File: config.mk
export PLATFORM = sky130hd
export DESIGN_NAME = mips_regfile
export DESIGN_NICKNAME = d
export VERILOG_FILES = /design/src/rtl/mips_regfile_pkg.sv /design/src/rtl/mips_regfile_decoder5_to_32.sv /design/src/rtl/mips_regfile.sv
export SDC_FILE = /design/constraint.sdc
export NUM_CORES = 2
export LEC_CHECK = 0
export ABC_AREA = 1
export CAP_MARGIN = 10
export CORE_MARGIN = 4
export CORE_UTILIZATION = 40
export DETAILED_ROUTE_END_ITERATION = 10
export PLACE_DENSITY_LB_ADDON = 0.3
export SYNTH_ARGS = -nofsm -noshare
export SYNTH_HDL_FRONTEND = slang
export SYNTH_HIERARCHICAL = 1
export SYNTH_SLANG_ARGS = --single-unit
export TNS_END_PERCENT = 20
File: constraint.sdc
create_clock -name clk -period 1.5 [get_ports clk]
set_input_delay 0.225 -clock clk [delete_from_list [all_inputs] [get_ports clk]]
set_output_delay 0.225 -clock clk [all_outputs]
set_load 0.005 [all_outputs]
File: src/rtl/mips_regfile_pkg.sv
// Shared datapath constants and types for the MIPS core: register index width,
// word width and the architecturally named register indices used by decode and jal/jr.
package mips_regfile_pkg;

  localparam int REG_ADDR_W = 5;
  localparam int DATA_W     = 32;

  typedef logic [REG_ADDR_W-1:0] reg_idx_t;
  typedef logic [DATA_W-1:0]     data_t;

  localparam reg_idx_t REG_ZERO = 5'd0;
  localparam reg_idx_t REG_AT   = 5'd1;
  localparam reg_idx_t REG_SP   = 5'd29;
  localparam reg_idx_t REG_RA   = 5'd31;

  function automatic logic is_zero_reg(input reg_idx_t idx);
    return idx == REG_ZERO;
  endfunction

endpackage

File: src/rtl/mips_regfile_decoder5_to_32.sv
// 5-to-32 one-hot decoder with enable; output is all zero when disabled.
// Purely combinational, no backpressure. Bit 0 is left to the caller to mask.
module decoder5_to_32
  import mips_regfile_pkg::*;
(
  input  logic [REG_ADDR_W-1:0] idx_i,
  input  logic                  en_i,
  output logic [31:0]           onehot_o
);

  always_comb begin
    onehot_o = '0;
    if (en_i) begin
      onehot_o[idx_i] = 1'b1;
    end
  end

endmodule

File: src/rtl/mips_regfile.sv
// MIPS register file: 32 x DATA_W, one synchronous write port, two combinational read ports.
// Write visible next cycle (same cycle when BYPASS=1); reads have zero latency; no backpressure.
module mips_regfile
  import mips_regfile_pkg::*;
#(
  parameter int DATA_W   = 32,
  parameter int NUM_REGS = 32,
  parameter int BYPASS   = 0
) (
  input  logic              clk,
  input  logic              reset,
  input  logic              regWrite,
  input  logic [4:0]        writeReg,
  input  logic [DATA_W-1:0] writeData,
  input  logic [4:0]        readReg1,
  input  logic [4:0]        readReg2,
  output logic [DATA_W-1:0] readData1,
  output logic [DATA_W-1:0] readData2
);

  logic [DATA_W-1:0]   regs_q [NUM_REGS];
  logic [DATA_W-1:0]   regs_d [NUM_REGS];
  logic [31:0]         dec_vec;
  logic [NUM_REGS-1:0] wr_en;
  logic                byp_hit1;
  logic                byp_hit2;

  decoder5_to_32 u_wr_dec (
    .idx_i    (writeReg),
    .en_i     (regWrite),
    .onehot_o (dec_vec)
  );

  // r0 is masked here rather than in the decoder so its flop never leaves zero.
  assign wr_en = dec_vec & ~32'd1;

  always_comb begin
    regs_d = regs_q;
    for (int k = 0; k < NUM_REGS; k++) begin
      if (wr_en[k]) begin
        regs_d[k] = writeData;
      end
    end
  end

  always_ff @(posedge clk) begin
    if (reset) begin
      regs_q <= '{default: '0};
    end else begin
      regs_q <= regs_d;
    end
  end

  // A write under reset is discarded, so it must not be forwarded either.
  assign byp_hit1 = regWrite && !reset && (writeReg == readReg1);
  assign byp_hit2 = regWrite && !reset && (writeReg == readReg2);

  always_comb begin
    readData1 = '0;
    if (!is_zero_reg(readReg1)) begin
      readData1 = regs_q[readReg1];
      if ((BYPASS != 0) && byp_hit1) begin
        readData1 = writeData;
      end
    end
  end

  always_comb begin
    readData2 = '0;
    if (!is_zero_reg(readReg2)) begin
      readData2 = regs_q[readReg2];
      if ((BYPASS != 0) && byp_hit2) begin
        readData2 = writeData;
      end
    end
  end

endmodule

Word level (Yosys, flattened, before mapping):

Cells that the tools add are included.

* register bits after elaboration: 992
* input bits: 50
* output and inout port bits: 64

* magnitude comparators: 4
* muxes and demuxes: 11
* bitwise logic cells: 2
* reductions and logical operators: 3

Operators by type and width (number)
* 32-bit binary-select mux with 5-bit select: 2
* 32-bit two-way mux: 7
* 6-bit greater-or-equal comparator, second input constant: 2
* 5-bit NOT with 6-bit output: 2
* 5-bit logical NOT: 2
* 5-bit by 6-bit less-than comparator with 1-bit output, second input constant: 1
* 1-bit demux with 5-bit select: 1
* 5-bit by 1-bit greater-or-equal comparator with 1-bit output, second input constant: 1
* 1-bit logical AND: 1
* 1-bit two-way mux: 1

Logic depth before layout (Yosys ltp):

* word-level depth: 5
* gate-level depth with buffers: 13
* mapped depth without buffers: 11

Hierarchy:

Netlist, hierarchy kept.

Modules (own cells, without submodules)
* mips_regfile: instances 1, cells each 9223, area each 56357.8 um^2
* decoder5_to_32: instances 1, cells each 50, area each 200.2 um^2

Worst setup path before layout:

OpenSTA, ideal clock, no wires.

* path type: input port to flip-flop
* start: input writeReg[1]
* end: register regs_q[341] in the netlist's numbering
* data arrival time: 1441 ps
* required time: 1414 ps
* setup slack: -27 ps
* stages: 7
* buffers on the path: 2
* cell sequence: inv_1 nand3_1 nor2_1 inv_2 clkbuf_1 buf_1 a211oi_1

* longest elaborated chain between the ends: 5

RTL lines
* from (decl): line mips_regfile.sv:13 `input logic [4:0] writeReg,`
* 5-bit by 6-bit less-than comparator with 1-bit output (not written as such) or 5-bit by 1-bit greater-or-equal comparator with 1-bit output (tied branches): line mips_regfile_decoder5_to_32.sv:14 `onehot_o[idx_i] = 1'b1;`
* 1-bit logical AND (not written as such): line mips_regfile_decoder5_to_32.sv:14
* 1-bit two-way mux (not written as such): line mips_regfile_decoder5_to_32.sv:14
* 1-bit demux with 5-bit select *
* 32-bit two-way mux *: line mips_regfile_decoder5_to_32.sv:13 `if (en_i) begin`
* net dec_vec[21]: line mips_regfile.sv:23 `logic [31:0] dec_vec;`
* to (signal assigned): line mips_regfile.sv:50 `regs_q <= regs_d;`
* to (decl): line mips_regfile.sv:21 `logic [DATA_W-1:0] regs_q [NUM_REGS];`

The timed path passes the listed nets; every way through them passes the cells marked *.
A chain may end at the register's enable or synchronous reset.

Final worst setup path:

* start: register regs_q[869] in the netlist's numbering
* end: output readData1[5]

* longest elaborated chain between the ends: 4

RTL lines
* 32-bit binary-select mux with 5-bit select: line mips_regfile.sv:61 `readData1 = regs_q[readReg1];`
* 32-bit two-way mux (not written as such) (2 in a row): line mips_regfile.sv:61
* 32-bit two-way mux: line mips_regfile.sv:60 `if (!is_zero_reg(readReg1)) begin`
* to (decl): line mips_regfile.sv:17 `output logic [DATA_W-1:0] readData1,`

Every way passes these cells. The select of a mux whose other input is x is not followed.

==> results.toml <==
[setup_path]
arrival_ns = 1.98
crit_type = "register to output port"
crit_chain = "buf_4 > nand2_2 > nand2_1 > nand2_1 > nand2_1 > nand2_1 > nand2_1 > inv_1 > nand2_1 > nand2_1 > nand2_2 > buf_2"
worst_setup_path_end_kind = "output port"
worst_path_most_repeated_cell = "nand2_1"
ff2ff_path_depth = 4
cpPeakStageDelay_ns = 0.32
worst_path_max_delay_cell = "dfxtp_2"
cp_num_cells = 12
path_max_fanout = 2
path_delay_family = "simple AND/OR/NAND/NOR gates"
cp_num_buf_inv = 3
critPathLaunchType = "register"
worst_ep_required_time_ns = 1.27

[grt]
use_met3_pct = 7.33
grtUsageTotal_pct = 33.2
grt_max_degree = 73
overflow = 0
antenna_found_initial = 5
busiest_layer = "met2"
grt_pass1_wl_um = 381000
gr-usage-met2_pct = 51.1
gr-usage-met1_pct = 43.6
grt_pass1_vias = 62900

[floorplan]
die_h_um = 384
initial_utilization_pct = 40.4
ios = 114
dieArea_um2 = 147000
die_x_um = 384
core_area_um2 = 140000
placementRows = 137

[yosys]
syn-instance-count = 9272
ys.warnings.count = 6
synth_area_um2 = 56600
syn_nets = 9322
postSynthAreaPerCell_um2 = 6.10

[pwr]
p_sw_share_pct = 28.5
p_switching_mw = 19.2
p_per_area_nw_per_um2 = 887
cellLeakagePower_nw = 34.3
power.internal_mw = 48.1
p_seq_share_pct = 39.9
combPwrFrac_pct = 16.1
clockPowerShare_pct = 44.0
peakVddDrop_v = 0.000954

[sta]
fin_skew_ns = 0
final-setup-viol-count = 64
drv_slew = 0
slew_headroom_pct = 64.3
post-route-period-util_pct = 147
worstMarginPinSlew_ns = 0.536
timing.final.ws_setup_ns = -0.700
hold_ws_ns = 0.293
rsz0062_at_grt = "yes"
max_freq_ghz = 0.454
period_minus_slack_ns = 2.20
finalHoldViolations = 0

[layout]
syn_to_final_growth_pct = 34.1
largest-register = "regs_q"
post-route-util_pct = 54.2
largest_register_ffs = 992
drive_gt1_share_pct = 23.3
reg_top3 = "regs_q: 992 flops"
finalNetCount = 10100

[run_status]
violations = "setup timing"
outcome = "finished with violations"

[placed_design]
dp_hpwl_um = 163000
place.gp.congestion = 0.938
io_buffers = 113

[detailed_routing]
routedWlPerCell_um = 21.1
drtIter0Drc = 8267
remaining_drc_errors = 0
vias_per_cell = 5.58
vias = 67100
ant_nets = 0
dr.pass1.iters = 6
wl_um = 254000

[clock_tree]
cts_tree = "done"
root_buffer = "clkbuf_16"
clk_pin_slew_ns = 0.06
clockBufferDepth = 3
clock_latency_ns = 0.75
cts.sinks = 992
cts_made_buffers = 112
cts.htree.levels = 3

[run]
cap_violations = 0

[min_path]
min_path_cells = 4
holdCritPathClass = "input pin to register"
-- path summary, 6_finish.rpt --
check,from,end,slack [ns]
max,regs_q[869]$_SDFFE_PP0P_,readData1[5],-0.70
min,writeData[29],regs_q[637]$_SDFFE_PP0P_,0.29
max reg2reg,regs_q[38]$_SDFFE_PP0P_,regs_q[38]$_SDFFE_PP0P_,0.58
min reg2reg,regs_q[902]$_SDFFE_PP0P_,regs_q[902]$_SDFFE_PP0P_,0.46
-- layout by cell type (no fill, tap or decap), types with 29 or more instances in the layout --
master	count
buf_6	55
nand3_2	118
inv_2	168
buf_12	287
nand2_1	3040
buf_4	1062
dfxtp_2	221
nor2_1	932
clkbuf_8	29
inv_1	758
clkinv_2	50
a211oi_1	851
clkbuf_16	115
clkdlybuf4s50_1	38
dfxtp_1	771
a21oi_1	180
nand3_1	1159
nand2_2	151
-- final cells by class --
cell class / instances / area, um^2
Inverter: 960 / 3680
Tap cell: 1876 / 2350
Fill cell: 13300 / 64200
Multi-Input combinational cell: 6511 / 30800
Antenna cell: 5 / 12.5
Clock inverter: 47 / 554
Sequential cell: 992 / 20100
Timing Repair Buffer: 1473 / 15000
Clock buffer: 158 / 3330
-- metal layers --
metal / routed length [um] / share of wire (%)
met2: 109000 / 43
met1: 101000 / 40
met5: 0 / 0
met3: 29500 / 12
met4: 14600 / 5.8
-- worst min-delay path, cell delays in order --
cell,delay (ns)
clkdlybuf4s50_1,0.44
buf_12,0.19
nand2_1,0.08
a21oi_1,0.06
-- power groups by stage --
| stage | Sequential [mW] | Combinational, mW | Clock [mW] |
|---|---|---|---|
| after detailed placement | 27.4 | 10.2 | 0 |
| after floorplan | 27.3 | 5.05 | 0 |
| after CTS | 26.8 | 10.4 | 29.8 |
| after global routing | 26.8 | 11.4 | 30.8 |
| after global placement | 27.4 | 10.1 | 0 |
| final | 26.8 | 10.8 | 29.6 |
-- metrics by stage --
stage	total power [mW]	setup WS [ns]	area, um^2	cells	TNS, ns
finish	67.3	-0.700	75900	12000	-38.43
global route	69.1	-0.823	75900	12000	-44.89
CTS	67.0	-0.738	75100	12000	-41.16
detailed placement	37.5	-0.951	70400	11800	-499.66
global placement	37.5	-0.966	70400	11800	-469.55
floorplan	32.4	0.0360	56600	9272	0
-- timing repair --
| item | CTS | global route |
|---|---|---|
| setup buffers | 2 | 6 |
| hold buffers | 1 | 0 |
| gates resized for setup | 698 | 352 |
| endpoints found under the hold margin | 2 | 0 |
| endpoints found under the setup margin | 64 | 67 |
| pin swaps | 134 | 115 |
Power figures use the tool's default switching activity.
